<file path="config.mk">
export PLATFORM = sky130hd
export DESIGN_NAME = mem_seq_arbiter
export DESIGN_NICKNAME = d
export VERILOG_FILES = /design/src/rtl/AXI_define.sv /design/src/rtl/CPU_profile.sv /design/src/rtl/mem_seq_pkg.sv /design/src/rtl/access_timer.sv /design/src/rtl/mem_seq_arbiter.sv
export SDC_FILE = /design/constraint.sdc
export NUM_CORES = 1
export LEC_CHECK = 0
export ABC_AREA = 1
export CORE_MARGIN = 3
export CORE_UTILIZATION = 35
export DETAILED_ROUTE_END_ITERATION = 8
export PLACE_DENSITY = 0.68
export SKIP_CTS_REPAIR_TIMING = 1
export SLEW_MARGIN = 20
export SYNTH_ARGS = -nofsm -noshare
export SYNTH_HDL_FRONTEND = slang
export SYNTH_SLANG_ARGS = --single-unit
</file>
<file path="constraint.sdc">
create_clock -name ACLK -period 5.61 [get_ports ACLK]
set_input_delay 1.122 -clock ACLK [delete_from_list [all_inputs] [get_ports ACLK]]
set_output_delay 1.122 -clock ACLK [all_outputs]
set_load 0.005 [all_outputs]
</file>
<file path="src/rtl/AXI_define.sv">
// AXI bus geometry shared by the memory wrappers.
package AXI_define;
    localparam int AXI_DATA_BITS = 32;
endpackage

</file>
<file path="src/rtl/CPU_profile.sv">
// CPU-wide configuration shared across the core and its bus wrappers.
package CPU_profile;
    localparam int XLEN = 32;
endpackage

</file>
<file path="src/rtl/mem_seq_pkg.sv">
// Types and defaults for the IMEM/DMEM memory sequencer.
package mem_seq_pkg;
    typedef enum logic [2:0] {
        IDLE,
        D_REQ,
        D_WAIT,
        I_REQ,
        I_WAIT,
        DONE
    } mem_seq_state_e;

    localparam int unsigned TIMEOUT_DEFAULT = 255;
endpackage

</file>
<file path="src/rtl/access_timer.sv">
// Per-access wait counter; flags expiry once TIMEOUT cycles have elapsed.
module access_timer #(
    parameter int unsigned TIMEOUT = 255
) (
    input  logic ACLK,
    input  logic ARESET,
    input  logic clr,
    input  logic en,
    output logic expired
);
    localparam int CW = $clog2(TIMEOUT + 1);
    localparam logic [CW-1:0] LIMIT = CW'(TIMEOUT);

    logic [CW-1:0] wait_cnt;

    // Count cycles spent in an access; saturates at the limit so it never wraps.
    always_ff @(posedge ACLK or posedge ARESET) begin
        if (ARESET) begin
            wait_cnt <= '0;
        end else if (clr) begin
            wait_cnt <= '0;
        end else if (en && (wait_cnt != LIMIT)) begin
            wait_cnt <= wait_cnt + CW'(1);
        end
    end

    assign expired = (wait_cnt == LIMIT);
endmodule

</file>
<file path="src/rtl/mem_seq_arbiter.sv">
// Orders each CPU step as an optional DMEM access followed by one IMEM fetch
// over a single shared memory port, stalling the pipeline until both finish.
module mem_seq_arbiter
    import mem_seq_pkg::*;
#(
    parameter int          XLEN    = CPU_profile::XLEN,
    parameter int          STRB_W  = AXI_define::AXI_DATA_BITS / 8,
    parameter int unsigned TIMEOUT = TIMEOUT_DEFAULT
) (
    input  logic              ACLK,
    input  logic              ARESET,
    input  logic [XLEN-1:0]   imem_addr,
    input  logic              imem_ren,
    output logic [XLEN-1:0]   imem_rdata,
    output logic              imem_raddr_handshake,
    output logic              imem_rdata_handshake,
    input  logic [XLEN-1:0]   dmem_addr,
    input  logic              dmem_ren,
    input  logic              dmem_wen,
    input  logic [STRB_W-1:0] dmem_wstrb,
    input  logic [XLEN-1:0]   dmem_wdata,
    output logic [XLEN-1:0]   dmem_rdata,
    output logic              global_stall_en,
    output logic              mem_req,
    output logic              mem_we,
    output logic [XLEN-1:0]   mem_addr,
    output logic [STRB_W-1:0] mem_wstrb,
    output logic [XLEN-1:0]   mem_wdata,
    input  logic              mem_gnt,
    input  logic              mem_rvalid,
    input  logic [XLEN-1:0]   mem_rdata,
    output logic              err_o
);
    mem_seq_state_e state, next_state;

    logic            expired;
    logic            abort;
    logic            tmr_clr;
    logic            tmr_en;
    logic [XLEN-1:0] i_addr_q;
    logic            i_ren_q;
    logic            d_load_q;

    access_timer #(
        .TIMEOUT(TIMEOUT)
    ) u_access_timer (
        .ACLK   (ACLK),
        .ARESET (ARESET),
        .clr    (tmr_clr),
        .en     (tmr_en),
        .expired(expired)
    );

    // State register.
    always_ff @(posedge ACLK or posedge ARESET) begin
        if (ARESET) begin
            state <= IDLE;
        end else begin
            state <= next_state;
        end
    end

    // Next-state, handshake pulses, timer control and abort detection.
    // A timeout in a REQ state takes priority over a same-cycle grant; in a
    // WAIT state a same-cycle rvalid wins over the timeout.
    always_comb begin
        next_state           = state;
        imem_raddr_handshake = 1'b0;
        imem_rdata_handshake = 1'b0;
        abort                = 1'b0;
        tmr_en               = 1'b0;
        unique case (state)
            IDLE: begin
                if (dmem_wen || dmem_ren) next_state = D_REQ;
                else if (imem_ren)        next_state = I_REQ;
                else                      next_state = DONE;
            end
            D_REQ: begin
                tmr_en = 1'b1;
                if (expired) begin
                    abort      = 1'b1;
                    next_state = i_ren_q ? I_REQ : DONE;
                end else if (mem_gnt) begin
                    next_state = D_WAIT;
                end
            end
            D_WAIT: begin
                tmr_en = 1'b1;
                if (mem_rvalid || expired) begin
                    abort      = !mem_rvalid;
                    next_state = i_ren_q ? I_REQ : DONE;
                end
            end
            I_REQ: begin
                tmr_en = 1'b1;
                if (expired) begin
                    abort                = 1'b1;
                    imem_raddr_handshake = 1'b1;
                    imem_rdata_handshake = 1'b1;
                    next_state           = DONE;
                end else if (mem_gnt) begin
                    imem_raddr_handshake = 1'b1;
                    next_state           = I_WAIT;
                end
            end
            I_WAIT: begin
                tmr_en = 1'b1;
                if (mem_rvalid || expired) begin
                    abort                = !mem_rvalid;
                    imem_rdata_handshake = 1'b1;
                    next_state           = DONE;
                end
            end
            DONE:    next_state = IDLE;
            default: next_state = IDLE;
        endcase
        tmr_clr = (next_state != state) && ((next_state == D_REQ) || (next_state == I_REQ));
    end

    assign global_stall_en = (state != DONE);

    // Request latching, downstream command registers, read-data capture, error flag.
    always_ff @(posedge ACLK or posedge ARESET) begin
        if (ARESET) begin
            mem_req    <= 1'b0;
            mem_we     <= 1'b0;
            mem_addr   <= '0;
            mem_wstrb  <= '0;
            mem_wdata  <= '0;
            imem_rdata <= '0;
            dmem_rdata <= '0;
            err_o      <= 1'b0;
            i_addr_q   <= '0;
            i_ren_q    <= 1'b0;
            d_load_q   <= 1'b0;
        end else begin
            mem_req <= (next_state == D_REQ) || (next_state == I_REQ);

            if (state == IDLE) begin
                i_addr_q <= imem_addr;
                i_ren_q  <= imem_ren;
                d_load_q <= dmem_ren && !dmem_wen;
                if (dmem_ren && dmem_wen) err_o <= 1'b1;
            end
            if (abort) err_o <= 1'b1;

            // Fetch entered straight from IDLE takes the live address, since
            // the latch is only being loaded on this same edge.
            if ((state == IDLE) && (next_state == D_REQ)) begin
                mem_we    <= dmem_wen;
                mem_addr  <= dmem_addr;
                mem_wstrb <= dmem_wstrb;
                mem_wdata <= dmem_wdata;
            end else if ((state != I_REQ) && (next_state == I_REQ)) begin
                mem_we    <= 1'b0;
                mem_addr  <= (state == IDLE) ? imem_addr : i_addr_q;
                mem_wstrb <= '0;
            end else if ((state == D_REQ) && (next_state != D_REQ)) begin
                mem_we <= 1'b0;
            end

            if (d_load_q && (state == D_WAIT) && mem_rvalid) begin
                dmem_rdata <= mem_rdata;
            end else if (d_load_q && abort && ((state == D_REQ) || (state == D_WAIT))) begin
                dmem_rdata <= '0;
            end

            if ((state == I_WAIT) && mem_rvalid) begin
                imem_rdata <= mem_rdata;
            end else if (abort && ((state == I_REQ) || (state == I_WAIT))) begin
                imem_rdata <= '0;
            end
        end
    end
endmodule

</file>
==> impl_results.md <==
* CTS Buf Count at 17
* Max clock buf depth at 2
* Synth Register Bits at 180
* Root Buffer: clkbuf_16
* Yosys cell types at 34
* DR vias/cell at 4.70
* Remaining global-route overflow at 0
* # IOs at 277
* CTS tree: built
* Syn avg cell area at 9.27 µm²
* CP max stage cell: clkdlybuf4s50_1
* Reg power frac at 0.358
* Max cap viols at 0
* P_leak at 5.17 nW
* Final ANT Viol Nets at 0
* Largest family of logic cells by synthesized area: simple AND/OR/NAND/NOR gates
* Slew margin rel. at 0.294
* Area of the core at 0.0206 mm²
* M1 GR Usage at 0.251
* P_sw at 2.24 mW
* Setup tns final at 0 ns
* Vert. Die Dim at 152 µm
* RSZ-0062 raised after global routing: no
* Delay of the slowest critical-path stage at 0.51 ns
* Sw Share at 0.369
* Tightest Pin Transition at 1.06 ns
* FF-to-FF setup slack at 2.27 ns
* Crit-path max FO at 33
* Total stage count of the critical path at 9
* Vias in the first global route at 6411
* CP Buf/Inv Count at 4
* H-tree levels at 4
* Tot Pwr at 6.07 mW
* GP Congestion at 0.833
* GRT Util Overall at 0.188
* Detailed Route Iter0 Violations at 353
* Site row count at 52
* Sequential-to-total area share from yosys stat at 0.601
* Internal power at 3.83 mW
* Worst path arrival time at 2.58 ns
* GRT busiest layer: met2
* First-pass GRT wire length at 35300 µm
* Final Skew at 0.0272 ns
* Worst Setup SP: u_access_timer.wait_cnt[0]
* Critical R2R Launch: state[1]
* Synth Area in Compound Gates at 0.0668
* Clock power share at 0.202
* Status: finished, final reports clean
* Critical Path RT at 4.49 ns
* Die Wd at 152 µm
* CTS Sinks at 180
* Post-Synth Adder-Cell Area at 0.00167
* Met2 Use GR at 0.281
* Fmax at 270 MHz
* Final core occ at 0.535
* Post-Syn Instances at 808
* DP Cell Count at 1317
* First-pass DRT Iterations at 4
* Crit start category: flop
* Critical Path End: imem_rdata_handshake
* Endpoints failing hold at 0
* Crit path time final at 3.70 ns
* # setup viols final at 0
* Multiplexer area fraction after synthesis at 0.0227
* Comb power frac at 0.440
* DR vias at 6346
* Worst R2R End: mem_addr[18]
* Most frequent cells in the layout: 276 x clkdlybuf4s50_1, 216 x nand2_1, 180 x dfrtp_1
* Die ar. at 0.0232 mm²
* Share of post-route cells with drive strength above 1 at 0.0575
* Met3 Use GR at 0.0824
* Hold WC Path Type: reg -> reg
* CTS clk-pin slew, worst paths at 0.07 ns
* CP delay by family, top: buffers and inverters
* Final nets at 1206
* CP Cell Sequence: ha_1 > inv_1 > nor2_2 > nand2_2 > inv_1 > nand2_1 > buf_4 > nand2_1 > clkdlybuf4s50_1
* Largest net degree at the start of global routing at 181
* Reg2reg path depth at 12
* Commonest non-fill, non-tap cell in the layout: clkdlybuf4s50_1
* Area Overhead vs Synth at 47.4%
* DRC violations left at 0
* Diodes inserted at 0
* Mapped Nets at 948
* Synth Cell Area at 0.00749 mm²
* Worst setup EP type: output port
* XOR/XNOR Fraction of Synth Area at 0.00701
* Pwr per Cell Area at 550 mW/mm²
* Post-route clock period utilization at 0.660
* Cell Count, Final, Fillers Out at 1349
* Post-Synth Simple-Gate Area at 0.230
* Routed wire length at 21700 µm
* Synth warn at 0
* Initial antenna violation count at 0
* Port buffer count at 276
* Post-Place Cell Area at 0.0104 mm²
* Initial Utilization at 0.363
* Critical path class: reg -> out
* Clk Latency, worst-skew pair at 0.44 ns
* Routed len/inst at 16.1 µm
* Final HPWL DP at 15000 µm
* VDD IR max at 0.000238 V
* Max Slew Vio Count at 0
* Post-route cell area at 0.0110 mm²
[logic make-up after synthesis]
| logic type | Yosys count |
|---|---|
| AO/OA/AOI/OAI | 91 |
| XOR/XNOR | 6 |
| adder cells (fa/ha/maj) | 1 |
| buffers and inverters | 120 |
| flip-flops | 180 |
| multiplexers | 17 |
| AND/OR/NAND/NOR | 393 |
[cell usage after synthesis]
cell type	n	area (µm²)
dfrtp_1	180	4500
buf_2	14	70.1
nand3_1	90	450
clkbuf_1	18	67.6
buf_4	1	7.51
nand2_2	1	6.26
nor2_2	4	25.0
a21oi_4	1	16.3
buf_6	7	78.8
ha_1	1	12.5
o31ai_1	2	15.0
nor3_1	1	5.00
nand4_1	17	106
xnor2_1	2	17.5
o21ai_0	69	345
a211oi_2	1	12.5
or2_0	4	25.0
buf_1	2	7.51
nor3_2	1	10.0
nand2_1	217	815
inv_2	6	22.5
mux2i_1	17	170
nand3_4	1	17.5
nor2_8	1	20.0
a21oi_1	1	5.00
xor2_1	4	35.0
inv_4	1	6.26
inv_1	70	263
o22ai_1	17	106
nor2_1	51	191
nor3b_2	1	12.5
clkinv_1	1	3.75
nand3_2	3	30.0
nand2_4	1	11.3
[worst min-delay path by stage]
stage                      start      endpoint  cells after the start
finish              i_addr_q[21]  i_addr_q[21]                      2
global placement    i_addr_q[13]  i_addr_q[13]                      2
global route        i_addr_q[16]  i_addr_q[16]                      2
CTS                 i_addr_q[22]  i_addr_q[22]                      2
detailed placement   i_addr_q[4]   i_addr_q[4]                      2
floorplan            i_addr_q[0]   i_addr_q[0]                      2
[power by group through the flow]
stage	Clock, mW	Sequential (mW)	Combinational [mW]
6_report	1.23	2.18	2.67
4_1_cts	1.25	2.18	2.72
3_3_place_gp	0	2.18	2.65
3_5_place_dp	0	2.19	2.71
2_1_floorplan	0	2.20	1.42
5_1_grt	1.31	2.25	3.00
[state kept, by name, indices dropped and copies added (netlist names)]
register,flops
dmem_rdata,32
i_addr_q,32
imem_rdata,32
mem_addr,32
mem_wdata,32
u_access_timer.wait_cnt,8
mem_wstrb,4
state,3
d_load_q,1
err_o,1
i_ren_q,1
mem_req,1
mem_we,1
[per-stage QoR]
step	setup slack, ns	hold WS [ns]
floorplan	2.18	0.438
global placement	1.74	0.451
detailed placement	1.68	0.455
CTS	1.85	0.473
global route	1.71	0.492
finish	1.91	0.469
[tightest hold or removal path, cell delays in order, from the launching register on]
cell and delay (ns):
dfrtp_1 0.32, nand2_1 0.05, nand2_1 0.06
[routing by layer]
| metal | vias to the layer above | wire, µm |
|---|---|---|
| met3 | 10 | 2170 |
| met5 | - | 0 |
| met4 | 0 | 216 |
| met1 | 2993 | 9410 |
| li1 | 3114 | - |
| met2 | 229 | 9900 |
[final cells by class]
class / instances / area, µm²
sequential: 180 / 4500
tap: 270 / 338
clock inverter: 15 / 189
inverter: 78 / 299
clock buffer: 17 / 425
fill: 1874 / 9580
timing repair buffer: 281 / 2810
multi-input combinational: 508 / 2480
No activity file was read; power rests on OpenSTA's default activity.
